`src/rtl/serial_word_comparator_pkg.sv`:
```
// Shared types for the bit-serial word comparator: FSM states and the
// running relation encoding.
package serial_word_comparator_pkg;

  typedef enum logic [1:0] {
    ST_IDLE,
    ST_RUN,
    ST_DONE
  } state_t;

  typedef enum logic [1:0] {
    REL_EQ = 2'b00,
    REL_GT = 2'b01,
    REL_LT = 2'b10
  } rel_t;

endpackage

```
`src/rtl/serial_word_comparator_bit_cmp_cell.sv`:
```
// Combinational single-bit comparator: exactly one of eq/gt/lt is high.
module bit_cmp_cell (
  input  logic a,
  input  logic b,
  output logic eq,
  output logic gt,
  output logic lt
);

  assign eq = (a == b);
  assign gt = a & ~b;
  assign lt = ~a & b;

endmodule

```
`src/rtl/serial_word_comparator.sv`:
```
// MSB-first bit-serial magnitude comparator. The first differing bit pair
// decides the word relation; all WIDTH bits are always consumed.
module serial_word_comparator
  import serial_word_comparator_pkg::*;
#(
  parameter int WIDTH = 8
) (
  input  logic clk,
  input  logic rst_n,
  input  logic start,
  input  logic bit_valid,
  input  logic a_bit,
  input  logic b_bit,
  output logic busy,
  output logic done,
  output logic eq,
  output logic gt,
  output logic lt
);

  localparam int CNT_W = $clog2(WIDTH);
  localparam logic [CNT_W-1:0] LAST_IDX = CNT_W'(WIDTH - 1);

  state_t           r_state;
  state_t           w_state_nxt;
  logic [CNT_W-1:0] r_cnt;
  rel_t             r_rel;
  rel_t             w_cell_rel;
  rel_t             w_rel_nxt;
  logic             w_cell_eq;
  logic             w_cell_gt;
  logic             w_cell_lt;
  logic             w_accept;
  logic             w_last;
  logic             r_busy;
  logic             r_done;
  logic             r_eq;
  logic             r_gt;
  logic             r_lt;

  bit_cmp_cell u_cell (
    .a  (a_bit),
    .b  (b_bit),
    .eq (w_cell_eq),
    .gt (w_cell_gt),
    .lt (w_cell_lt)
  );

  assign w_cell_rel = w_cell_eq ? REL_EQ : (w_cell_gt ? REL_GT : REL_LT);
  // Once a difference is seen the relation is frozen for the rest of the word.
  assign w_rel_nxt  = (r_rel == REL_EQ) ? w_cell_rel : r_rel;
  assign w_accept   = (r_state == ST_RUN) && bit_valid && !start;
  assign w_last     = w_accept && (r_cnt == LAST_IDX);

  always_ff @(posedge clk or negedge rst_n) begin
    if (!rst_n) begin
      r_state <= ST_IDLE;
    end else begin
      r_state <= w_state_nxt;
    end
  end

  always_comb begin
    w_state_nxt = r_state;
    if (start) begin
      w_state_nxt = ST_RUN;
    end else begin
      case (r_state)
        ST_IDLE: w_state_nxt = ST_IDLE;
        ST_RUN:  w_state_nxt = w_last ? ST_DONE : ST_RUN;
        ST_DONE: w_state_nxt = ST_IDLE;
        default: w_state_nxt = ST_IDLE;
      endcase
    end
  end

  always_ff @(posedge clk or negedge rst_n) begin
    if (!rst_n) begin
      r_cnt  <= '0;
      r_rel  <= REL_EQ;
      r_busy <= 1'b0;
      r_done <= 1'b0;
      r_eq   <= 1'b0;
      r_gt   <= 1'b0;
      r_lt   <= 1'b0;
    end else begin
      r_busy <= (w_state_nxt == ST_RUN);
      r_done <= (w_state_nxt == ST_DONE);
      if (start) begin
        r_cnt <= '0;
        r_rel <= REL_EQ;
        r_eq  <= 1'b0;
        r_gt  <= 1'b0;
        r_lt  <= 1'b0;
      end else if (w_accept) begin
        r_rel <= w_rel_nxt;
        if (w_last) begin
          r_eq <= (w_rel_nxt == REL_EQ);
          r_gt <= (w_rel_nxt == REL_GT);
          r_lt <= (w_rel_nxt == REL_LT);
        end else begin
          r_cnt <= r_cnt + 1'b1;
        end
      end
    end
  end

  assign busy = r_busy;
  assign done = r_done;
  assign eq   = r_eq;
  assign gt   = r_gt;
  assign lt   = r_lt;

endmodule

```
`config.mk`:
```
export PLATFORM = sky130hd
export DESIGN_NAME = serial_word_comparator
export DESIGN_NICKNAME = d
export VERILOG_FILES = /design/src/rtl/serial_word_comparator_pkg.sv /design/src/rtl/serial_word_comparator_bit_cmp_cell.sv /design/src/rtl/serial_word_comparator.sv
export SDC_FILE = /design/constraint.sdc
export NUM_CORES = 1
export LEC_CHECK = 0
export ABC_AREA = 1
export BUFFER_PORTS_ARGS = -buffer_cell sky130_fd_sc_hd__buf_2
export CAP_MARGIN = 40
export CORE_UTILIZATION = 25
export DETAILED_ROUTE_END_ITERATION = 16
export GPL_ROUTABILITY_DRIVEN = 0
export GPL_TIMING_DRIVEN = 0
export PLACE_DENSITY_LB_ADDON = 0.12
export SYNTH_ARGS = -nofsm -noshare
export SYNTH_HDL_FRONTEND = slang
export SYNTH_HIERARCHICAL = 1
export SYNTH_SLANG_ARGS = --single-unit
```
`constraint.sdc`:
```
create_clock -name clk -period 1.2 [get_ports clk]
set_input_delay 0.18 -clock clk [delete_from_list [all_inputs] [get_ports clk]]
set_output_delay 0.18 -clock clk [all_outputs]
set_load 0.05 [all_outputs]
```
=== Word level (Yosys, flattened, before mapping) ===
Index checks and enable logic that the tools add are counted.

* Input port bits: 6
* Memory bits (writable): 0
* Register bits after elaboration: 12
* Word-level logic and storage cells: 49
* Output and inout bits: 5
* ROM bits: 0
* Bits in latches: 0
* Memories kept: 0

* Multiply operators: 0
* $add $sub $neg: 1
* Equal/unequal tests: 8
* Shifts and indexed selects: 0
* Multiplexer cells: 20
* Order comparisons: 0
* Bitwise gates (word level): 2
* Divide/modulo/power cells: 0
* Reduce and logical (&&, ||, !) cells: 10

{| class="wikitable"
|+ Operators with widths
! cell !! number
|-
| two-way mux 2 bit || 8
|-
| two-way mux 1 bit || 9
|-
| two-way mux 3 bit || 3
|-
| equality test 2 x 1 -> 1 bit (second input constant) || 3
|-
| equality test 2 bit (second input constant) || 2
|-
| zero test 2 bit || 2
|-
| AND reduction 2 bit || 2
|-
| nonzero test 2 bit || 2
|-
| adder 3 x 1 -> 3 bit (second input constant) || 1
|-
| equality test 3 bit (second input constant) || 1
|-
| logical AND 1 bit || 3
|-
| inequality test 2 bit (second input constant) || 1
|-
| bitwise AND 1 bit || 1
|-
| equality test 1 bit || 1
|-
| zero test 1 bit || 1
|-
| NOT 1 bit || 1
|}

=== Longest topological paths before layout ===
* Depth after elaboration: 9
* Gate-level depth with buffers: 7

=== By module ===
Netlist, hierarchy kept.

{| class="wikitable"
|+ Modules (own cells, without submodules)
! module !! sequential area each (sq um) !! cells each !! area an instance (sq um) !! times used
|-
| serial_word_comparator || 300.3 || 61 || 571.8 || 1
|-
| bit_cmp_cell || 0.0 || 4 || 32.5 || 1
|}

=== Worst setup path after synthesis ===
Ideal clock, no wire load.

* Kind: reg-to-reg
* Start point: register r_cnt[0]
* End point: register r_cnt[0]
* Data required time: 1.081 ns
* Cell stages (with the launch flop): 7
* Setup time: 0.119 ns
* Path slack: -0.041 ns
* Data arrival time: 1.122 ns
* Clock period less this slack: 1.241 ns
* Cells stage by stage: dfrtp_1 ha_1 ha_1 inv_2 nand2_1 nand3_1 o21ai_2

* Word-level cells in the longest chain between the ends: 4
* Elaborated cells between the ends (all ways): 8

{| class="wikitable"
|+ Ends and longest elaborated chain
! what !! RTL line !! RTL
|-
| from (decl) || serial_word_comparator.sv:26 || <nowiki>logic [CNT_W-1:0] r_cnt;</nowiki>
|-
| from (signal assigned) || serial_word_comparator.sv:102 || <nowiki>r_cnt <= r_cnt + 1'b1;</nowiki>
|-
| adder 3 x 1 -> 3 bit or equality test 3 bit (tied branches) || serial_word_comparator.sv:102, serial_word_comparator.sv:53 ||
|-
| two-way mux 3 bit or logical AND 1 bit (tied branches) || serial_word_comparator.sv:97, serial_word_comparator.sv:53 ||
|-
| two-way mux 3 bit or inequality test 2 bit (tied branches) || - ||
|-
| two-way mux 3 bit or AND reduction 2 bit (tied branches) || - ||
|}

Parallel ways exist; a longest one is shown, timed or not. The select of a mux whose other input is x is not followed.
A chain may end at the register's enable or synchronous reset.

=== Worst setup path after layout ===
* Start point: register r_cnt[0]
* End point: register r_cnt[1]

Same word-level chain as after synthesis.

==> results_dict.tcl <==
set metrics [dict create \
    status "complete, no violations" \
    fmax_mhz 862 \
    dpl.cell_count 103 \
    ys_types 16 \
    clock_skew_ns 0.0112 \
    hold_ws_ns 0.195 \
    cap_viol_max_count 0 \
    synthSimpleGateAreaFrac_pct 29.0 \
    syn-cell-area_um2 604 \
    max-vdd-ir-drop_uv 638 \
    finalSetupViolCount 0 \
    ys_ff_latch 12 \
    rows 17 \
    yosysWarnings 6 \
    cts.htree.levels 1 \
    hold_start "start" \
    clk_latency_ns 0.27 \
    yosys.cell_count.top_type "nand2_1" \
    drive_gt1_share_pct 34.9 \
    core_area_um2 2250 \
    grt_pass1_vias 450 \
    holdPathEnd "done" \
    r2r-end "r_cnt[1]" \
    rsz0062_at_grt "yes" \
    reg2regPathDepth 6 \
    worstReg2RegStart "r_cnt[0]" \
    viasPerCell 4.25 \
    synth_area_leaders "dfrtp_1 (50%), nand3_1 (9.1%), nand2_1 (8.7%), ha_1 (8.3%), inv_1 (6.2%)" \
    grt_overflow 0 \
    grt_max_degree 13 \
    dp_hpwl_um 842 \
    async_flop_share_pct 100 \
    drc_errors 0 \
    end_kind "register" \
    synth_ff_type "dfrtp_1" \
    synth-edff-count 0 \
    cts_inserted_buffers 3 \
    grt.total_usage_pct 11.0 \
    power-per-cell-area_nw_per_um2 1050 \
    ff2ff_setup_slack_ns 0.04 \
    portBuffers 10 \
    worst_path_most_repeated_cell "ha_4" \
    synth_top_family_by_area "simple AND/OR/NAND/NOR gates" \
    synth-xor-area-share_pct 0 \
    dr.pass1.iters 4 \
    die_h_um 51.2 \
    timing.final.crit_period_ns 1.16 \
    hold_violations 0 \
    slew_viol_final 0 \
    stdcell_count 111 \
    final_nets 94 \
    grt_pass1_wl_um 2010 \
    drtAntennaViolNets 0 \
    vias 472 \
    crit_path_cell_trace "ha_4 > ha_4 > inv_6 > nand2_2 > nand3_1 > nand2_1" \
    whs_path_depth 2 \
    initial_core_util_pct 26.8 \
    startpoint_type "register" \
    path_clk_slew_ns 0.08 \
    worstSetupPathType "reg2reg" \
    synth_common_cells "nand2_1 (14), dfrtp_1 (12), nand3_1 (11)" \
    drt-total-wl_um 1100 \
    postSynthCellCount 65 \
    areaGrowthSynthToFinish_pct 31.7 \
    required_ns 1.35 \
    die_area_um2 2620 \
    cts_root_buf "clkbuf_4" \
    postSynthNetCount 75 \
    synthAdderAreaFrac_pct 8.28 \
    worstPathMaxFanout 6 \
    yosysSeqAreaShare_pct 49.7 \
    syn_avg_cell_area_um2 9.30 \
    drtIter0Drc 9 \
    antennaDiodeCount 0 \
    synth_mux_area_share_pct 0 \
    yosysTopAreaCell "dfrtp_1" \
    worstPathArrival_ns 1.31 \
    antenna_found_initial 0 \
    max_stage_delay_ns 0.42 \
    p_leak_nw 0.406 \
    nFillCells 244 \
    hold_class "in2reg" \
    die_x_um 51.2 \
    clock-sinks 12 \
    synth_top_area_share_pct 49.7 \
    relSlewSlack_pct 82.0 \
    ios 11 \
    tightest_slew_ns 0.270 \
    finalCritPeriodShare_pct 96.7 \
    clockBufferDepth 2 \
    wl_per_cell_um 9.90 \
    crit_slowest_cell "dfrtp_1" \
    synth-compound-area-share_pct 5.59 \
    cts_tree "yes" \
]
-- routing by layer --
metal,up-vias,share of wire (%),track usage (%)
li1,244,-,-
met1,217,48,13.9
met2,9,45,15.8
met3,2,4.7,5.36
met4,0,1.7,4.17
met5,-,0,0
-- layout make-up --
class	instances	area, um2	area share [%]
clock buffers	4	36.3	4.56
inverters	12	50.0	6.29
multi-input cells	41	292	36.6
flip-flops and latches	12	300	37.7
well taps	28	35.0	4.40
repair buffers	14	82.6	10.4
-- registers in the layout (all words and copies together) (netlist names) --
signal and count:
lt 1, eq 1, r_cnt 3, r_state 2
done 1, busy 1, gt 1, r_rel 2
-- metrics by stage --
step                total power [mW]  area, um2  util, %  worst slack [ns]  setup TNS, ns
floorplan                      0.480        609        -            0.0176              0
global placement               0.513        694     30.8           -0.0754         -0.311
detailed placement             0.513        694     30.8           -0.0621         -0.253
CTS                            0.842        761     33.7           0.00534              0
global route                   0.882        796     35.3           -0.0305        -0.0982
finish                         0.832        796     35.3            0.0395              0
-- layout by cell type, fill, tap and decap left out --
cell / netlist / final
a21oi_1: 2 / 2
buf_2: 0 / 10
buf_4: 0 / 3
clkbuf_4: 0 / 3
clkbuf_8: 0 / 1
dfrtp_1: 12 / 12
dlygate4sd3_1: 0 / 1
ha_1: 4 / 2
ha_4: 0 / 2
inv_1: 10 / 10
inv_2: 2 / 1
inv_6: 0 / 1
nand2_1: 14 / 13
nand2_2: 1 / 2
nand3_1: 11 / 10
nand3_2: 0 / 1
nand3_4: 1 / 1
nand3b_1: 1 / 1
nor2_1: 1 / 1
nor2_4: 1 / 1
nor3_1: 1 / 1
nor3_4: 1 / 1
o21ai_2: 2 / 2
o22ai_1: 1 / 1
-- worst max-delay path: cells and delay by family, from the launching register on --
kind,cells,cell delay (ns)
adders and majority gates,2,0.35
buffers and inverters,1,0.08
DFF,1,0.42
and+or+nand+nor,3,0.19
-- worst max path at each step --
stage,endpoint,from,cells past startpoint,slack (ns)
3_3_place_gp,lt,r_cnt[0],6,-0.08
5_1_grt,eq,r_cnt[0],6,-0.03
4_1_cts,r_cnt[1],r_cnt[0],6,0.005
6_report,r_cnt[1],r_cnt[0],6,0.04
3_5_place_dp,lt,r_cnt[0],6,-0.06
2_1_floorplan,r_cnt[0],r_cnt[0],6,0.02
-- where the power goes --
group,switching [mW],internal [mW]
clock,0.131,0.184
combinational,0.0586,0.0368
sequential,0.00779,0.414
total,0.197,0.635
-- logic make-up after synthesis --
logic type               count (synthesis)
adder cells (fa/ha/maj)                  4
flip-flops                              12
AND/OR/NAND/NOR                         32
buffers and inverters                   12
AO/OA/AOI/OAI                            5
-- what timing repair did --
action                     4_1_cts  5_1_grt
hold buffers                     1        0
hold endpoints to repair        12        0
buffers inserted                 1        2
pin swaps                        2        2
resized for setup                2        4
setup endpoints to repair        5        5
Power figures use the tool's default switching activity.
